<file path="src/rtl/sram_ctl_pkg.sv">
// Shared definitions for the shared-SRAM switch controller.
// Holds the default queue count and data width used across the switch, the
// priority-index width, and the scheduler state encoding.
package sram_ctl_pkg;

    localparam int unsigned NUM_OF_PRIVILAGE = 8;
    localparam int unsigned DATA_WIDTH       = 64;
    localparam int unsigned PRI_W            = $clog2(NUM_OF_PRIVILAGE);

    typedef enum logic [0:0] {
        S_IDLE,
        S_BUSY
    } sched_state_e;

endpackage

</file>
<file path="src/rtl/pri_sel.sv">
// Highest-set-bit encoder used for strict-priority selection.
// Purely combinational; bit num_of_privilage-1 has the highest priority.
// Ports:
//   elig : request vector, one bit per priority queue
//   any  : at least one bit of elig is set
//   idx  : index of the highest set bit (0 when any=0)
module pri_sel
    import sram_ctl_pkg::*;
#(
    parameter int unsigned num_of_privilage = NUM_OF_PRIVILAGE,
    localparam int unsigned idx_w = $clog2(num_of_privilage)
) (
    input  logic [num_of_privilage-1:0] elig,
    output logic                        any,
    output logic [idx_w-1:0]            idx
);

    // Ascending scan: the last set bit seen is the highest one.
    always_comb begin
        any = 1'b0;
        idx = '0;
        for (int i = 0; i < int'(num_of_privilage); i++) begin
            if (elig[i]) begin
                any = 1'b1;
                idx = idx_w'(i);
            end
        end
    end

endmodule

</file>
<file path="src/rtl/pkt_sched.sv">
// Per-output-port packet scheduler.
// Counts complete packets queued per priority, grants the highest eligible
// priority (queued and downstream-ready) and holds the grant until the read
// engine signals end of packet, so packets never interleave.
// Ports:
//   clk, rst_n  : clock, asynchronous active-low reset
//   sched_en    : permits new grants; an in-flight packet always completes
//   enq_vld     : pulse, one complete packet committed to queue enq_pri
//   enq_pri     : target queue of enq_vld
//   ready       : per-priority downstream ready
//   pkt_done    : pulse, eop of the granted packet has been sent
//   sel_vld     : grant active
//   sel_pri     : granted queue, held while sel_vld=0
//   q_nonempty  : per-queue nonzero packet count
//   ovf_err     : pulse when an enqueue hits a saturated counter
// All outputs are registered.
module pkt_sched
    import sram_ctl_pkg::*;
#(
    parameter int unsigned num_of_privilage = NUM_OF_PRIVILAGE,
    parameter int unsigned cnt_width        = 8,
    localparam int unsigned pri_w = $clog2(num_of_privilage)
) (
    input  logic                        clk,
    input  logic                        rst_n,
    input  logic                        sched_en,
    input  logic                        enq_vld,
    input  logic [pri_w-1:0]            enq_pri,
    input  logic [num_of_privilage-1:0] ready,
    input  logic                        pkt_done,
    output logic                        sel_vld,
    output logic [pri_w-1:0]            sel_pri,
    output logic [num_of_privilage-1:0] q_nonempty,
    output logic                        ovf_err
);

    localparam logic [cnt_width-1:0] CntMax = {cnt_width{1'b1}};

    sched_state_e state;

    logic [cnt_width-1:0]        cnt     [num_of_privilage];
    logic [cnt_width-1:0]        cnt_nxt [num_of_privilage];
    logic [num_of_privilage-1:0] cnt_nz;
    logic [num_of_privilage-1:0] cnt_nxt_nz;
    logic [num_of_privilage-1:0] elig;
    logic                        elig_any;
    logic [pri_w-1:0]            elig_idx;
    logic                        grant;
    logic                        ovf_nxt;

    // Eligibility uses the registered counts, so an enqueue becomes
    // schedulable one cycle after it is counted.
    always_comb begin
        for (int p = 0; p < int'(num_of_privilage); p++) begin
            cnt_nz[p] = (cnt[p] != '0);
        end
        elig = cnt_nz & ready;
    end

    pri_sel #(
        .num_of_privilage (num_of_privilage)
    ) u_pri_sel (
        .elig (elig),
        .any  (elig_any),
        .idx  (elig_idx)
    );

    assign grant = (state == S_IDLE) && sched_en && elig_any;

    // Counter next-state: a simultaneous enqueue and grant on one queue nets
    // out; an enqueue onto a full counter is dropped and flagged unless the
    // same-cycle grant frees a slot.
    always_comb begin
        ovf_nxt = 1'b0;
        for (int p = 0; p < int'(num_of_privilage); p++) begin
            logic inc;
            logic dec;
            inc        = enq_vld && (enq_pri == pri_w'(p));
            dec        = grant && (elig_idx == pri_w'(p));
            cnt_nxt[p] = cnt[p];
            if (inc && !dec) begin
                if (cnt[p] == CntMax) begin
                    ovf_nxt = 1'b1;
                end else begin
                    cnt_nxt[p] = cnt[p] + 1'b1;
                end
            end else if (dec && !inc) begin
                cnt_nxt[p] = cnt[p] - 1'b1;
            end
            cnt_nxt_nz[p] = (cnt_nxt[p] != '0);
        end
    end

    always_ff @(posedge clk or negedge rst_n) begin
        if (!rst_n) begin
            for (int p = 0; p < int'(num_of_privilage); p++) begin
                cnt[p] <= '0;
            end
            q_nonempty <= '0;
            ovf_err    <= 1'b0;
        end else begin
            for (int p = 0; p < int'(num_of_privilage); p++) begin
                cnt[p] <= cnt_nxt[p];
            end
            q_nonempty <= cnt_nxt_nz;
            ovf_err    <= ovf_nxt;
        end
    end

    // Grant FSM. In BUSY, ready and sched_en are ignored: the packet is atomic.
    always_ff @(posedge clk or negedge rst_n) begin
        if (!rst_n) begin
            state   <= S_IDLE;
            sel_vld <= 1'b0;
            sel_pri <= '0;
        end else begin
            unique case (state)
                S_IDLE: begin
                    if (grant) begin
                        state   <= S_BUSY;
                        sel_vld <= 1'b1;
                        sel_pri <= elig_idx;
                    end
                end
                S_BUSY: begin
                    if (pkt_done) begin
                        state   <= S_IDLE;
                        sel_vld <= 1'b0;
                    end
                end
                default: begin
                    state   <= S_IDLE;
                    sel_vld <= 1'b0;
                end
            endcase
        end
    end

endmodule

</file>
<file path="config.mk">
export PLATFORM = sky130hd
export DESIGN_NAME = pkt_sched
export DESIGN_NICKNAME = d
export VERILOG_FILES = /design/src/rtl/sram_ctl_pkg.sv /design/src/rtl/pri_sel.sv /design/src/rtl/pkt_sched.sv
export SDC_FILE = /design/constraint.sdc
export NUM_CORES = 1
export LEC_CHECK = 0
export CAP_MARGIN = 40
export CORE_MARGIN = 2
export CORE_UTILIZATION = 65
export CTS_CLUSTER_SIZE = 16
export DETAILED_ROUTE_END_ITERATION = 16
export DONT_BUFFER_PORTS = 1
export PLACE_DENSITY = 0.81
export SLEW_MARGIN = 20
export SYNTH_ARGS = -nofsm -noshare
export SYNTH_HDL_FRONTEND = slang
export SYNTH_SLANG_ARGS = --single-unit
</file>
<file path="constraint.sdc">
create_clock -name clk -period 4.7 [get_ports clk]
set_input_delay 0.94 -clock clk [delete_from_list [all_inputs] [get_ports clk]]
set_output_delay 0.94 -clock clk [all_outputs]
set_load 0.02 [all_outputs]
</file>
# Yosys cells after proc, flatten, opt, wreduce, memory -nomap -nowiden
# Cells that the tools add are included.
dict set report word_totals {
  regBits 78
  out_inout_bits 13
  in_bits 16
}
dict set report classes {
  addsub 16
  n_reduce_logical 70
  n_eq_ne 24
  n_bitwise 2
  muxes 61
}
# operator count
set op_table {}
lappend op_table {{two-way mux 8 bit} 24}
lappend op_table {{nonzero test 8 bit} 16}
lappend op_table {{adder 8 x 1 -> 8 bit, second input constant} 8}
lappend op_table {{== test 8 bit, second input constant} 8}
lappend op_table {{subtractor 8 x 1 -> 8 bit, second input constant} 8}
lappend op_table {{logical AND 1 bit} 34}
lappend op_table {{two-way mux 1 bit} 29}
lappend op_table {{== test 3 bit, second input constant} 8}
lappend op_table {{logical NOT 1 bit} 16}
lappend op_table {{== test 3 x 2 -> 1 bit, second input constant} 4}
lappend op_table {{two-way mux 3 bit} 4}
lappend op_table {{bitwise AND 8 bit} 1}
lappend op_table {{== test 3 x 1 -> 1 bit, second input constant} 2}
lappend op_table {{logical NOT 3 bit} 2}
lappend op_table {{two-way mux 2 bit} 2}
lappend op_table {{inequality test 2 bit, second input constant} 2}
lappend op_table {{case mux 1 bit (2 select lines)} 2}
lappend op_table {{AND reduction 2 bit} 2}
lappend op_table {{inverter 1 bit} 1}

# Depth between registers and ports, before layout
dict set report depth {
  ltp_word 29
  ltp_mapped 14
}

# Modules after synthesis
# A second synthesis with hierarchy kept.
dict set report unflattened {
  hier_cells 728
  area_unflattened_um2 6019.5
}
# module area_each_um2 cells_per_inst instances seq_area_each_um2
set modules_own_cells {}
lappend modules_own_cells {pkt_sched 5962.0 716 1 1951.9}
lappend modules_own_cells {pri_sel 57.6 12 1 0.0}

# Worst setup path after synthesis
# No wires, ideal clock.
dict set report synth_timing {
  kind {register -> register}
  startpoint {reg cnt[8] (netlist bit)}
  endpoint {reg q_nonempty[2]}
  path_stages_with_launch 12
  n_path_buf 1
  slack_ps 1200
  synth_period_minus_slack_ps 3500
  arrival_time_ps 3362
  cell_sequence {dfrtp_1 > inv_1 > ha_1 > or4b_4 > o41a_4 > nor4_4 > and3_1 > buf_4 > a41o_1 > mux2i_1 > or4_1 > or4b_1}
}
# item line
set synth_rtl {}
lappend synth_rtl {{from (decl)} pkt_sched.sv:41} ;# logic [cnt_width-1:0] cnt [num_of_privilage];
lappend synth_rtl {{from (signal, indexed assignment)} pkt_sched.sv:103} ;# cnt[p] <= cnt_nxt[p];
lappend synth_rtl {{to (signal assigned)} pkt_sched.sv:105} ;# q_nonempty <= cnt_nxt_nz;
lappend synth_rtl {{to (decl)} pkt_sched.sv:33} ;# output logic [num_of_privilage-1:0] q_nonempty,

==> impl_results.md <==
- WP data required: around 4.9 ns
- # clock sinks: 78
- Via-per-instance ratio: around 7.1
- Initial antenna violation count: 0
- Synth top area share: 0.337
- Die X: 98.4 um
- Area contributors post-synth: dfrtp_1, ha_1, nor3_1, nand3_1, xnor2_1
- Slew headroom: 0.470
- Yosys warns: 0
- RSZ-0062 raised after global routing: false
- Setup TNS: 0 ns
- Top-count cell post-synth: dfrtp_1
- Num CTS Buffers: 9
- Main flop type after synthesis: dfrtp_1
- # IOs: 29
- Status: finished clean
- Crit start category: register
- Final Total Pwr: 2930 uW
- Share of cells above drive strength 1: 0.0948
- Die Y: a little under 100 um
- Worst-path clk slew: around 0.09 ns
- Area Overhead vs Synth: 3.89%
- Core footprint: just under 9000 um^2
- Post-DP HPWL: 10.7 mm
- GR Util All Layers: 0.299
- Post-synth EDFFs: 0
- DRT antenna net count: 0
- Register area share after synthesis: 0.337
- Die Area: roughly 9700 um^2
- Post-synth top cells: dfrtp_1, nor2_1, nand2_1, nor3_1, nand3_1
- R2R Setup Slk: between 0.5 and 0.6 ns
- Setup repair bufs after CTS: 0
- # setup viols final: 0
- Diodes inserted: 0
- Vias in the first global route: 5038
- Yosys cell types: 90
- Post-CTS Hold Buffers: 0
- Rows: 34
- H-tree depth: 3
- Final hold violations: 0
- Total power divided by cell area: 486 nW/um^2
- Slew Viols, Final: 0
- CTS tree: yes
- Worst setup EP type: register
- Slowest CP cell: a21oi_1
- Clock Root Buffer: clkbuf_8
- Clock Tree Buf Depth: 2
- Leakage Power: 0.00231 uW
- Crit share post-route: 0.875
- Crit path largest cell delay: 0.56 ns
- Largest area contributor in the netlist: dfrtp_1
- GRT overflow: 0
- DRC violations left: 0
- Total Routed Length: 14.3 mm
- Tmin final: 4.11 ns
- First-pass GRT wire length: 24.3 mm
- Worst ir drop on vdd: ~300 uV
- Fillers: approximately 700
- Fin nets: between 600 and 700
- Initial DRC Count: about 380
- Number of synthesized register bits: 78
- GP Congestion: 1.01
- Clock Skew: just under 0.01 ns
- Largest net degree at the start of global routing: 79
- F_max: between 200 and 250 MHz
- WL per Instance: 18.8 um
- Syn Area/Cell: 8.83 um^2
- Maxcap violations: 0
- Via count: 5384
- Syn Std Cell Area: 5800 um^2
- CP Cell Sequence: inv_1 -> ha_1 -> or4b_4 -> o41ai_4 -> o21ai_1 -> a21oi_1 -> a31oi_1 -> xnor2_1 -> or4_1 -> or4b_1
- Mapped Cells: 656
- DRT Pass-1 Iters: 5
- Kind of critical path: reg2reg
- Post-CTS Resized: 0
- Slew @ Worst Pin: around 0.79 ns
- Worst-path fanout max: 8
- Critical path data arrival time: roughly 4.3 ns
- Syn Nets: 690
- Clk Latency, worst-skew pair: 0.35 ns
- Async SR Flop Fraction: 1.00
- IO Port Bufs: 0
- Initial Util: 0.668
- Tightest Hold Check Type: in2async
## worst max-delay path: cells and delay by family, from the launching register on
family / cells / cell delay [ns]
flip-flops: 1 / 0.46
AND/OR/NAND/NOR: 3 / 1.58
XOR/XNOR: 1 / 0.18
buffers and inverters: 1 / 0.10
AO/OA/AOI/OAI: 4 / 1.46
adder cells (fa/ha/maj): 1 / 0.21
## logic make-up (layout without fill, tap and decap cells)
family,after synthesis,in the layout,share of synthesized area
buffers and inverters,50,48,0.0382
and+or+nand+nor,308,308,0.308
adders and majority gates,18,18,0.0389
xor gates and xnor gates,26,26,0.0393
DFF,78,78,0.337
muxes,8,8,0.0145
AOI/OAI and AO/OA,168,168,0.224
## path summary, 6_finish.rpt
kind | to | cells past startpoint | start
hold reg to reg | cnt[63] | 1 | cnt[63]
setup reg to reg | q_nonempty[2] | 10 | cnt[32]
hold / removal | q_nonempty[3] | 0 | rst_n
setup / recovery | q_nonempty[2] | 10 | cnt[32]
min in group clk | cnt[63] | 1 | cnt[63]
max in group asynchronous | cnt[43] | 0 | rst_n
## per-stage QoR
stage | cells | util | hold WS (ns) | area, um^2 | setup slack (ns)
2_1_floorplan | 656 | - | 0.481 | 5800 | 1.20
3_3_place_gp | 746 | 0.674 | 0.535 | 5850 | 0.868
3_5_place_dp | 746 | 0.674 | 0.540 | 5850 | 0.710
4_1_cts | 761 | 0.693 | 0.263 | 6020 | 0.673
5_1_grt | 762 | 0.694 | 0.258 | 6020 | 0.354
6_report | 762 | 0.694 | 0.272 | 6020 | 0.586
## metal layers
metal	global-route usage	routed length, um	part of all wire
met4	0.0854	330	0.023
met2	0.504	6870	0.48
met1	0.399	6130	0.43
met5	0	0	0
met3	0.0539	991	0.069
## layout by cell type, fill, tap and decap left out, types with 10 or more instances in the layout
cell type	synthesis	layout
a21oi_1	22	22
nor4_1	18	18
nand4_1	10	10
nand2_1	44	44
dfrtp_1	78	78
nor3_1	39	39
o21ai_0	24	24
ha_1	18	18
inv_1	26	26
nand3_1	36	36
or3_1	11	11
and3_1	25	25
xnor2_1	20	20
a211oi_1	15	15
nor2_1	46	46
## power breakdown
part,leakage (uW),switching (uW),internal (uW)
Sequential,0.000931,462,911
Combinational,0.00129,605,505
Clock,0.0000848,254,188
## state kept, by name, summed over array words and instances (netlist names)
signal,count
q_nonempty,8
sel_pri,3
cnt,64
state,1
ovf_err,1
sel_vld,1
## cell type report
class / instances / area, um^2 / share of cell area
Multi-Input combinational cell: 528 / 3620 / 0.602
Clock buffer: 9 / 124 / 0.0206
Inverter: 26 / 97.6 / 0.0162
Timing Repair Buffer: 7 / 50.0 / 0.00831
Sequential cell: 78 / 1950 / 0.324
Clock inverter: 6 / 40.0 / 0.00665
Tap cell: 108 / 135 / 0.0224
Note: power is estimated with default switching activity, not from simulation.
